### config.mk
export PLATFORM = sky130hd
export DESIGN_NAME = led_status_pwm
export DESIGN_NICKNAME = d
export VERILOG_FILES = /design/src/rtl/led_status_pkg.sv /design/src/rtl/led_pwm_channel.sv /design/src/rtl/led_status_pwm.sv
export SDC_FILE = /design/constraint.sdc
export NUM_CORES = 1
export LEC_CHECK = 0
export CAP_MARGIN = 20
export CORE_UTILIZATION = 63
export CTS_CLUSTER_SIZE = 12
export DETAILED_ROUTE_END_ITERATION = 10
export GPL_TIMING_DRIVEN = 0
export MAX_ROUTING_LAYER = met4
export PLACE_DENSITY = 0.87
export SLEW_MARGIN = 20
export SYNTH_ARGS = -nofsm -noshare
export SYNTH_HDL_FRONTEND = slang
export SYNTH_SLANG_ARGS = --single-unit
### constraint.sdc
create_clock -name clk_48mhz -period 6.3 [get_ports clk_48mhz]
set_input_delay 1.89 -clock clk_48mhz [delete_from_list [all_inputs] [get_ports clk_48mhz]]
set_output_delay 1.89 -clock clk_48mhz [all_outputs]
set_load 0.01 [all_outputs]
### src/rtl/led_status_pkg.sv
// led_status_pkg: shared mode encoding for the LED status engine
package led_status_pkg;
   localparam int MODE_W = 2;
   typedef enum logic [MODE_W-1:0] {LED_OFF, LED_SOLID, LED_BLINK, LED_BREATHE} led_mode_e;
endpackage

### src/rtl/led_pwm_channel.sv
// led_pwm_channel: one LED channel with shadowed config, blink/breathe sequencing and PWM compare (LED_GAMMA_EN adds gamma stage)
import led_status_pkg::*;
module led_pwm_channel #(
   parameter int PWM_BITS       = 8,
   parameter int BLINK_FRAMES   = 250,
   parameter int BREATHE_FRAMES = 2
) (
   input  logic                clk,
   input  logic                rst,
   input  logic                frame_bnd,
   input  logic                we,
   input  led_mode_e           mode,
   input  logic [PWM_BITS-1:0] level,
   input  logic [PWM_BITS-1:0] pwm_cnt,
   output logic                pending,
   output logic                pwm
);
   localparam int FMAX = BLINK_FRAMES > BREATHE_FRAMES ? BLINK_FRAMES : BREATHE_FRAMES;
   localparam int FC_W = FMAX > 1 ? $clog2(FMAX) : 1;
   localparam logic [FC_W-1:0] BLINK_LAST = FC_W'(BLINK_FRAMES - 1);
   localparam logic [FC_W-1:0] BREATHE_LAST = FC_W'(BREATHE_FRAMES - 1);
   localparam logic [PWM_BITS-1:0] DMAX = '1;
   led_mode_e sh_mode, act_mode;
   logic [PWM_BITS-1:0] sh_level, act_level, ramp, ramp_nxt, duty;
   logic [FC_W-1:0] fcnt;
   logic phase, ramp_dn, dn_nxt, frame_wrap;
   // duty follows registered state, so it only moves at frame boundaries; ramp steps as a triangle
   always_comb begin
      duty = act_mode == LED_SOLID ? act_level :
             act_mode == LED_BLINK ? (phase ? '0 : act_level) :
             act_mode == LED_BREATHE ? ramp : '0;
      frame_wrap = fcnt == (act_mode == LED_BLINK ? BLINK_LAST : BREATHE_LAST);
      dn_nxt = ramp_dn ? ramp != '0 : ramp >= act_level;
      ramp_nxt = dn_nxt ? ramp - PWM_BITS'(ramp != '0) : ramp + PWM_BITS'(ramp < act_level);
   end
   // shadow capture, boundary apply and per-frame blink/breathe advance
   always_ff @(posedge clk or posedge rst) begin
      if (rst) begin
         sh_mode <= LED_OFF;
         sh_level <= '0;
         act_mode <= LED_OFF;
         act_level <= '0;
         pending <= 1'b0;
         phase <= 1'b0;
         fcnt <= '0;
         ramp <= '0;
         ramp_dn <= 1'b0;
      end else begin
         if (we) begin
            sh_mode <= mode;
            sh_level <= level;
            pending <= 1'b1;
         end
         if (frame_bnd && pending) begin
            act_mode <= sh_mode;
            act_level <= sh_level;
            pending <= 1'b0;
            phase <= 1'b0;
            fcnt <= '0;
            ramp <= '0;
            ramp_dn <= 1'b0;
         end else if (frame_bnd) begin
            fcnt <= frame_wrap ? '0 : fcnt + 1'b1;
            if (frame_wrap && act_mode == LED_BLINK) phase <= ~phase;
            if (frame_wrap && act_mode == LED_BREATHE) begin
               ramp <= ramp_nxt;
               ramp_dn <= dn_nxt;
            end
         end
      end
   end
`ifdef LED_GAMMA_EN
   logic [2*PWM_BITS-1:0] sq;
   logic [PWM_BITS-1:0] duty_q, cnt_q;
   // square-law duty; full scale is kept so a maxed LED stays at max brightness
   always_comb begin
      sq = {{PWM_BITS{1'b0}}, duty} * {{PWM_BITS{1'b0}}, duty};
   end
   // gamma stage delays duty and count together so the compare stays frame-aligned
   always_ff @(posedge clk or posedge rst) begin
      if (rst) begin
         duty_q <= '0;
         cnt_q <= '0;
         pwm <= 1'b0;
      end else begin
         duty_q <= duty == DMAX ? DMAX : sq[2*PWM_BITS-1:PWM_BITS];
         cnt_q <= pwm_cnt;
         pwm <= cnt_q < duty_q;
      end
   end
`else
   // registered linear compare
   always_ff @(posedge clk or posedge rst) begin
      if (rst) pwm <= 1'b0;
      else pwm <= pwm_cnt < duty;
   end
`endif
endmodule

### src/rtl/led_status_pwm.sv
// led_status_pwm: multi-channel LED status PWM engine with frame-aligned config (define LED_GAMMA_EN for gamma-corrected duty)
import led_status_pkg::*;
module led_status_pwm #(
   parameter int NUM_CH         = 3,
   parameter int PWM_BITS       = 8,
   parameter int PRESCALE       = 188,
   parameter int BLINK_FRAMES   = 250,
   parameter int BREATHE_FRAMES = 2,
   localparam int CH_W = NUM_CH > 1 ? $clog2(NUM_CH) : 1
) (
   input  logic                clk_48mhz,
   input  logic                reset,
   input  logic                cfg_valid,
   output logic                cfg_ready,
   input  logic [CH_W-1:0]     cfg_ch,
   input  logic [MODE_W-1:0]   cfg_mode,
   input  logic [PWM_BITS-1:0] cfg_level,
   output logic [NUM_CH-1:0]   pwm_out,
   output logic                frame_tick
);
   localparam int PS_W = PRESCALE > 1 ? $clog2(PRESCALE) : 1;
   localparam int NPAD = 2 ** CH_W;
   logic [PS_W-1:0] pre_cnt;
   logic [PWM_BITS-1:0] pwm_cnt;
   logic [NUM_CH-1:0] pending;
   logic [NPAD-1:0] pend_pad;
   logic slot_tick, frame_bnd;
   assign slot_tick = pre_cnt == PS_W'(PRESCALE - 1);
   assign frame_bnd = slot_tick && pwm_cnt == '1;
   assign pend_pad = NPAD'(pending);
   assign cfg_ready = ~pend_pad[cfg_ch];
   // shared prescaler, slot counter and frame pulse
   always_ff @(posedge clk_48mhz or posedge reset) begin
      if (reset) begin
         pre_cnt <= '0;
         pwm_cnt <= '0;
         frame_tick <= 1'b0;
      end else begin
         pre_cnt <= slot_tick ? '0 : pre_cnt + 1'b1;
         if (slot_tick) pwm_cnt <= pwm_cnt + 1'b1;
         frame_tick <= frame_bnd;
      end
   end
   for (genvar i = 0; i < NUM_CH; i++) begin : g_ch
      led_pwm_channel #(
         .PWM_BITS(PWM_BITS),
         .BLINK_FRAMES(BLINK_FRAMES),
         .BREATHE_FRAMES(BREATHE_FRAMES)
      ) u_ch (
         .clk(clk_48mhz),
         .rst(reset),
         .frame_bnd(frame_bnd),
         .we(cfg_valid && cfg_ready && cfg_ch == CH_W'(i)),
         .mode(led_mode_e'(cfg_mode)),
         .level(cfg_level),
         .pwm_cnt(pwm_cnt),
         .pending(pending[i]),
         .pwm(pwm_out[i])
      );
   end
endmodule

# Word-level counts from Yosys, hierarchy flattened

Cells that the tools add are included.

Register bits: 137
Bits of input ports: 15
Word-level logic and storage cells: 176

Add/subtract/negate cells: 11
$lt $le $gt $ge: 10
Equal/unequal tests: 16
Multiplexer cells: 66
Bitwise gates (word level): 4
Reduce and logical (&&, ||, !) cells: 36

Operators with widths:

| operator            | number |
|---|---|
| $mux 8              | 37 |
| $lt 8x8->1          | 6 |
| $add 8x1->8 const B | 5 |
| $mux 1              | 28 |
| $add 8x1->8         | 3 |
| $eq 8x8->1          | 3 |
| $ge 8x8->1          | 3 |
| $reduce_bool 2->1   | 12 |
| $reduce_bool 8->1   | 3 |
| $sub 8x1->8         | 3 |
| $eq 8x8->1 const B  | 2 |
| $eq 2x2->1 const B  | 7 |
| $logic_and 1x1->1   | 14 |
| $reduce_and 2->1    | 6 |
| $eq 2x1->1 const B  | 4 |
| $not 1->1           | 4 |
| $lt 2x3->1 const B  | 1 |
| $bmux 1 s2          | 1 |
| $logic_not 2->1     | 1 |

# Logic depth before layout (Yosys ltp)

Gate-level depths: netlist (run 1).

Depth after elaboration: 7
Mapped depth: 17
Mapped depth without buffers: 17

# Cells and area by module

From an unflattened synthesis (run 1), not the netlist that was laid out.

Cells, all modules: 877
Area total of the unflattened synthesis: 8,559.5 sq um

By module, submodules not included:

| module                              | times used | cells an instance | area an instance (sq um) | sequential area each (sq um) |
|---|---|---|---|---|
| led_pwm_channel at g_ch[0].u_ch ... | 2          | 262               | 2,536.2                  | 1,001.0 |
| led_pwm_channel at g_ch[2].u_ch     | 1          | 267               | 2,575.0                  | 1,001.0 |
| led_status_pwm                      | 1          | 86                | 912.1                    | 425.4 |

# Worst setup path after synthesis (run 1)

Ideal clock, no wire load.

Kind: input to output
Start point: in cfg_ch[1]
End point: out cfg_ready
Arrival time: 2.320 ns
Required time: 4.410 ns
Setup slack: 2.090 ns
Stages: 3
Path buffers: 0
Cells stage by stage: mux2i_1 -> nor2_1 -> a31oi_1

Word-level cells in the longest chain between the ends: 3

RTL lines:

| what                         | line                 | RTL |
|---|---|---|
| from (decl)                  | led_status_pwm.sv:15 | `input logic [CH_W-1:0] cfg_ch,` |
| $bmux 1 s2                   | led_status_pwm.sv:31 | `assign cfg_ready = ~pend_pad[cfg_ch];` |
| $mux 1 (not written as such) | led_status_pwm.sv:31 |  |
| $not 1->1                    | led_status_pwm.sv:31 |  |
| to (decl)                    | led_status_pwm.sv:14 | `output logic cfg_ready,` |

No other way between the ends. The select of a mux whose other input is x is not followed.

# Worst setup path after layout (run 1)

Ends and elaborated chain as after synthesis.

==> metrics.md, run 1 <==
| Metric | Value |
|---|---|
| Vias per cell | `6.069` |
| Post-Syn Instances | `851` |
| Total gr overflow | `0` |
| Synthesized Nets | `946` |
| Share of Yosys cell area claimed by the top area cell type | `41.13%` |
| Pwr dens | `217.8 mW/mm^2` |
| Hold path start | `g_ch[1].u_ch.sh_level[0]` |
| Number of gates resized after CTS | `0` |
| VDD IR-drop max | `0.0002136 V` |
| Count of final setup violators | `0` |
| First-pass GRT wire length | `30860 microns` |
| Synthesis-to-finish area growth | `11.83%` |
| Fmax | `186.7 MHz` |
| H-tree lvl count | `4` |
| DRT antenna net count | `0` |
| Clock slew at reported path FFs | `0.05 ns` |
| Main synth FF type | `dfrtp_1` |
| Site Rows | `41` |
| Fin. Hold Viols | `0` |
| Critical path fanouts, max | `4` |
| Final #Nets | `985` |
| Slowest cell on crit path | `clkdlybuf4s50_1` |
| I/O Buffers | `19` |
| I/O Pins | `20` |
| Worst Hold Class | `reg -> reg` |
| Top-count cell post-synth | `dfrtp_1` |
| Via Count | `6518` |
| Status | `finished clean` |
| R2r setup slk | `2.55 ns` |
| RD Place Congestion | `0.8808` |
| Initial antenna violation count | `0` |
| CP cell instances | `clkdlybuf4s50_1 -> mux2i_1 -> nor2_1 -> a31oi_1 -> clkdlybuf4s50_1` |
| Clock sinks | `137` |
| Number of max-cap violations | `0` |
| Post-layout minimum cycle time | `5.357 ns` |
| Residual DRC | `0` |
| R2R cell count | `15` |
| Hold endpoint | `g_ch[1].u_ch.act_level[0]` |
| Clk buf depth | `2` |
| Worst flop-to-flop path startpoint | `g_ch[1].u_ch.ramp[1]` |
| Clock root cell | `clkbuf_16` |
| Async SR Flop Fraction | `100.0%` |
| Cell variety after synth | `66` |
| Layout Utilization | `72.97%` |
| Top cells by area, synth | `dfrtp_1 (41%), ha_1 (12%), mux2_2 (7.3%), nand2_1 (3.8%), o21ai_0 (3.2%)` |
| WP data arrival | `3.47 ns` |
| WL per Instance | `17.27 microns` |
| Seq/Total Area, Yosys | `41.13%` |
| Pre-antenna DRT Iters | `5` |
| Cts hold-fix bufs | `0` |
| Syn Area/Cell | `9.795 sq um` |
| Share of cells above drive strength 1 | `11.42%` |
| Worst path max stage delay | `0.57 ns` |
| Worst Setup End Kind | `output pin` |
| Die Footprint | `0.01369 sq mm` |
| Worst-skew pair later-pin latency | `0.43 ns` |
| Worst slew pin tran | `0.6319 ns` |
| Starting Density | `65.26%` |
| Leakage | `4.185 nW` |
| Post-synth EDFFs | `0` |
| CTS buffer count | `17` |
| Hold depth | `2` |
| Data required time of the worst path | `4.41 ns` |
| Number of synthesis warnings | `0` |
| CTS tree | `done` |
| Layout fillers | `883` |
| Post-detail-place hpwl | `12940 microns` |
| Ant diodes | `0` |
| Dpl ws | `0.9780 ns` |
| Synth area leader | `dfrtp_1` |
| Commonest cells post-synth | `dfrtp_1 (137), nand2_1 (84), ha_1 (77), nor2_1 (56)` |
| Die height | `117.0 microns` |
| Post-route setup slack | `0.9433 ns` |
| Slew Viols, Final | `0` |
| Yosys reg bits | `137` |
| Drt total wl | `18550 microns` |
| Post-Syn Area | `0.008335 sq mm` |
| Final Power | `2.030 mW` |
| RSZ-0062 raised after global routing | `no` |
| Die width | `117.0 microns` |
| Max-slew headroom | `57.87%` |
| DRT iter0 DRCs | `512` |
| Worst Setup Start Kind | `input port` |
| Pin count of the biggest net entering global routing | `110` |
| Core Area | `0.01277 sq mm` |
| FF-to-FF End | `g_ch[1].u_ch.ramp[7]` |
| Setup TNS | `0 ns` |
| Crit Path Category | `in -> out` |
| Clock skew | `0.008899 ns` |
| Vias in the first global route | `6363` |
| Gr usage total | `30.78%` |
| Final period util | `85.03%` |
| Setup Buffers After CTS | `0` |
| Most common cell on crit path | `clkdlybuf4s50_1` |
[where the power goes]
group | internal, mW | switching (mW)
Combinational | 0.0675 | 0.0558
Sequential | 0.950 | 0.0411
Clock | 0.551 | 0.365
Total | 1.57 | 0.461
[state kept, by name (all words and copies together), names as in the netlist, 6 cells and up]
| register | cells |
|---|---|
| g_ch.u_ch.sh_mode | 6 |
| g_ch.u_ch.sh_level | 24 |
| g_ch.u_ch.ramp | 24 |
| g_ch.u_ch.act_level | 24 |
| pre_cnt | 8 |
| g_ch.u_ch.act_mode | 6 |
| g_ch.u_ch.fcnt | 24 |
| pwm_cnt | 8 |
[layout make-up]
class / count / area [sq um] / area share [%]
Sequential cell: 137 / 3428 / 36.78
Clock inverter: 6 / 40.04 / 0.4295
Tap cell: 172 / 215.2 / 2.309
Multi-Input combinational cell: 634 / 4587 / 49.21
Buffer: 30 / 132.6 / 1.423
Inverter: 50 / 195.2 / 2.094
Clock buffer: 25 / 505.5 / 5.423
Timing Repair Buffer: 20 / 217.7 / 2.336
[routing by layer]
layer	GRT usage, %	up-vias	part of all wire, %
met3	6.952	36	5.0
met2	48.09	169	48
met1	39.41	3181	45
met4	11.48	0	1.7
li1	-	3132	-
met5	-	-	0
[cells by family (layout without fill, tap and decap cells)]
family,count (synthesis),after routing,share of synthesized area [%]
buf+inv,80,131,3.843
xor+xnor,41,41,4.308
fa+ha+maj,80,80,12.28
flops,137,137,41.13
compound gates,193,193,15.25
mux,57,57,7.655
simple gates,263,263,15.54
[through the flow]
step	instances	instance area, sq um	hold WS, ns
global route	1074	9321	0.4936
global placement	1042	8741	0.4484
finish	1074	9321	0.4712
detailed placement	1043	8776	0.4548
CTS	1074	9321	0.4746
floorplan	851	8335	0.4348
[worst max-delay path by stage]
stage,startpoint,end,cells past startpoint
global placement,reset,g_ch[1].u_ch.ramp[3],2
finish,cfg_ch[1],cfg_ready,5
global route,cfg_ch[1],cfg_ready,5
detailed placement,cfg_ch[1],cfg_ready,5
CTS,cfg_ch[1],cfg_ready,5
floorplan,reset,frame_tick,1
[worst max-delay path: cells and delay by family]
family / cells / cell delay, ns
buffers and inverters: 2 / 1.14
and+or+nand+nor: 1 / 0.06
muxes: 1 / 0.22
AOI/OAI and AO/OA: 1 / 0.16
[placed cells by master, fill, tap and decap left out, types with 7 or more instances in the layout]
cell,Yosys,final
o21ai_0,54,54
clkbuf_1,21,24
a22oi_1,20,20
nor3_1,17,17
nor2_1,56,56
nor2b_1,14,14
dfrtp_1,137,137
xor2_1,19,19
or3_1,7,7
nand2_1,84,84
o21ai_1,10,10
mux2_2,54,54
a21oi_1,34,34
nand4_1,18,18
xnor2_1,22,22
inv_1,50,49
o211ai_1,9,9
a22o_1,9,9
clkdlybuf4s50_1,0,19
ha_1,77,77
clkbuf_16,0,17
a21o_1,12,12
nand3_1,31,31
(Power assumes the default switching activity.)
==> run 2: changes to the inputs <==
- REMOVE_ABC_BUFFERS: default -> 1
==> run 2 against run 1 <==
Compared with the run above:
- clock skew barely moved
- highest routed layer unchanged
- sequential share of layout area rose by 0.29 points
- non-clock buffer count fell by 27
- critical path depth did not move
- final area fell by 0.78%
- cell count fell by 2.4%
- largest cell class unchanged
- combinational power fell by 7%
- first-iteration DRC count fell by 0.98%
==> metrics.md, run 2 (synthesized netlist as in run 1, its figures left out) <==
| Metric | Value |
|---|---|
| Status | `finished clean` |
| Post-route setup slack | `0.8896 ns (-0.05377 ns)` |
| Critical path fanouts, max | `4 (unchanged)` |
| Met2 Usage GRT | `50.37% (+2.3 points)` |
| Clk buf depth | `2 (unchanged)` |
| Clock power share | `45.7% (+0.6 points)` |
| M1 GR Usage | `37.71% (-1.7 points)` |
| Cts hold-fix bufs | `0 (unchanged)` |
| Clock root cell | `clkbuf_16` |
| Clock sinks | `137 (unchanged)` |
| VDD IR-drop max | `0.0001905 V (-11%)` |
| Ant diodes | `0 (unchanged)` |
| Dpl ws | `0.9334 ns (-0.04465 ns)` |
| Clock slew at reported path FFs | `0.06 ns (about the same)` |
| Core Area | `0.01277 sq mm (unchanged)` |
| I/O Buffers | `19 (unchanged)` |
| Count of final setup violators | `0 (unchanged)` |
| Final #Nets | `958 (-2.7%)` |
| Worst slew pin tran | `0.9678 ns (+0.3359 ns)` |
| Final period util | `85.88% (+0.85 points)` |
| Pint | `1.541 mW (-1.8%)` |
| Die Footprint | `0.01369 sq mm (unchanged)` |
| Clock skew | `0.009223 ns (+0.0003246 ns)` |
| Synthesis-to-finish area growth | `10.96%` |
| Share of cells above drive strength 1 | `12.10% (+0.68 points)` |
| Number of gates resized after CTS | `0 (unchanged)` |
| Gr usage total | `31.11% (+0.34 points)` |
| GRT met3 Usage | `6.540% (-0.41 points)` |
| Post-layout minimum cycle time | `5.410 ns (+0.05377 ns)` |
| Placed insts | `1016 (-2.6%)` |
| Commonest non-fill, non-tap cell in the layout | `dfrtp_1` |
| Fmax | `184.8 MHz (-0.99%)` |
| Via Count | `6573 (+0.84%)` |
| Data required time of the worst path | `4.41 ns (about the same)` |
| I/O Pins | `20 (unchanged)` |
| First-pass GRT wire length | `31290 microns (+1.4%)` |
| Setup Buffers After CTS | `0 (unchanged)` |
| Residual DRC | `0 (unchanged)` |
| Number of max-cap violations | `0 (unchanged)` |
| Total gr overflow | `0 (unchanged)` |
| Crit Path Category | `in -> out` |
| Layout Utilization | `72.41% (-0.57 points)` |
| Vias in the first global route | `6552 (+3.0%)` |
| Most frequent cells in the layout | `dfrtp_1 (137), nand2_1 (83), ha_1 (77), nor2_1 (56)` |
| Pwr dens | `222.4 mW/mm^2 (+2.1%)` |
| Switching power total | `0.5163 mW (+12%)` |
| RSZ-0062 raised after global routing | `no` |
| Max-slew headroom | `35.41% (-22 points)` |
| Worst Setup Start Kind | `input port` |
| RD Place Congestion | `0.8279 (-6.0%)` |
| Setup TNS | `0 ns (unchanged)` |
| H-tree lvl count | `4 (unchanged)` |
| Seq pwr share | `48.7% (about the same)` |
| WL per Instance | `17.95 microns (+4.0%)` |
| Vias per cell | `6.272 (+3.3%)` |
| Worst Setup End Kind | `output pin` |
| Worst Hold Class | `reg -> reg` |
| Busiest layer in global routing | `met2` |
| Final Power | `2.057 mW (+1.3%)` |
| Starting Density | `65.26% (unchanged)` |
| CTS tree | `done` |
| Comb pwr share | `5.6% (-0.5 points)` |
| Pre-antenna DRT Iters | `6 (+1)` |
| WP data arrival | `3.52 ns (+0.05 ns)` |
| Slew Viols, Final | `0 (unchanged)` |
| Die width | `117.0 microns (unchanged)` |
| Leakage | `4.161 nW (-0.58%)` |
| DRT antenna net count | `0 (unchanged)` |
| DRT iter0 DRCs | `507 (-0.98%)` |
| Drt total wl | `18820 microns (+1.5%)` |
| Worst-skew pair later-pin latency | `0.43 ns (about the same)` |
| Post-detail-place hpwl | `12700 microns (-1.9%)` |
| Site Rows | `41 (unchanged)` |
| Post-route non-filler standard cell count | `1048 (-2.4%)` |
| Fin. Hold Viols | `0 (unchanged)` |
| Pin count of the biggest net entering global routing | `98 (-11%)` |
| Initial antenna violation count | `0 (unchanged)` |
| CTS buffer count | `17 (unchanged)` |
| Switch share | `25.10% (+2.4 points)` |
| R2r setup slk | `1.75 ns (-0.80 ns)` |
| Die height | `117.0 microns (unchanged)` |
-- run 2: critical path: stages --
cell,delay [ns]
clkdlybuf4s50_1,0.63
mux2i_1,0.25
nor2_1,0.05
a31oi_1,0.14
clkdlybuf4s50_1,0.56
-- run 2: layout make-up --
type | instances | area, sq um
repair buffers | 23 | 239.0
clock buffers | 18 | 439.2
inverters | 50 | 195.2
flip-flops and latches | 137 | 3428
clock inverters | 14 | 115.1
fillers | 869 | 3525
multi-input cells | 634 | 4617
well taps | 172 | 215.2
-- run 2: layer usage --
layer / up-vias / share of wire (%)
met1: 3215 / 43
li1: 3082 / -
met2: 224 / 48
met4: 0 / 3.3
met5: - / 0
met3: 52 / 5.3
-- run 2: final timing paths --
path | start | to | depth (start not counted)
setup / recovery | cfg_ch[1] | cfg_ready | 5
hold / removal | g_ch[1].u_ch.sh_mode[1] | g_ch[1].u_ch.act_mode[1] | 2
setup reg to reg | pre_cnt[0] | g_ch[2].u_ch.fcnt[5] | 10
hold reg to reg | g_ch[1].u_ch.sh_mode[1] | g_ch[1].u_ch.act_mode[1] | 2
max in group asynchronous | reset | g_ch[2].u_ch.ramp[3] | 3
min in group asynchronous | reset | g_ch[1].u_ch.fcnt[2] | 2
-- run 2: metrics by stage --
| stage | cell area [sq um] | hold WS (ns) |
|---|---|---|
| finish | 9249 | 0.4732 |
| global route | 9249 | 0.4923 |
| CTS | 9249 | 0.4770 |
| detailed placement | 8695 | 0.4613 |
| global placement | 8608 | 0.4502 |
| floorplan | 8203 | 0.4348 |
-- run 2: power groups by stage --
stage	combinational (mW)	sequential, mW	clock [mW]
after floorplan	0.0825	0.992	0
after global placement	0.105	1.01	0
after detailed placement	0.116	1.01	0
after CTS	0.117	1.00	0.953
after global routing	0.126	1.01	0.985
final	0.115	1.00	0.940
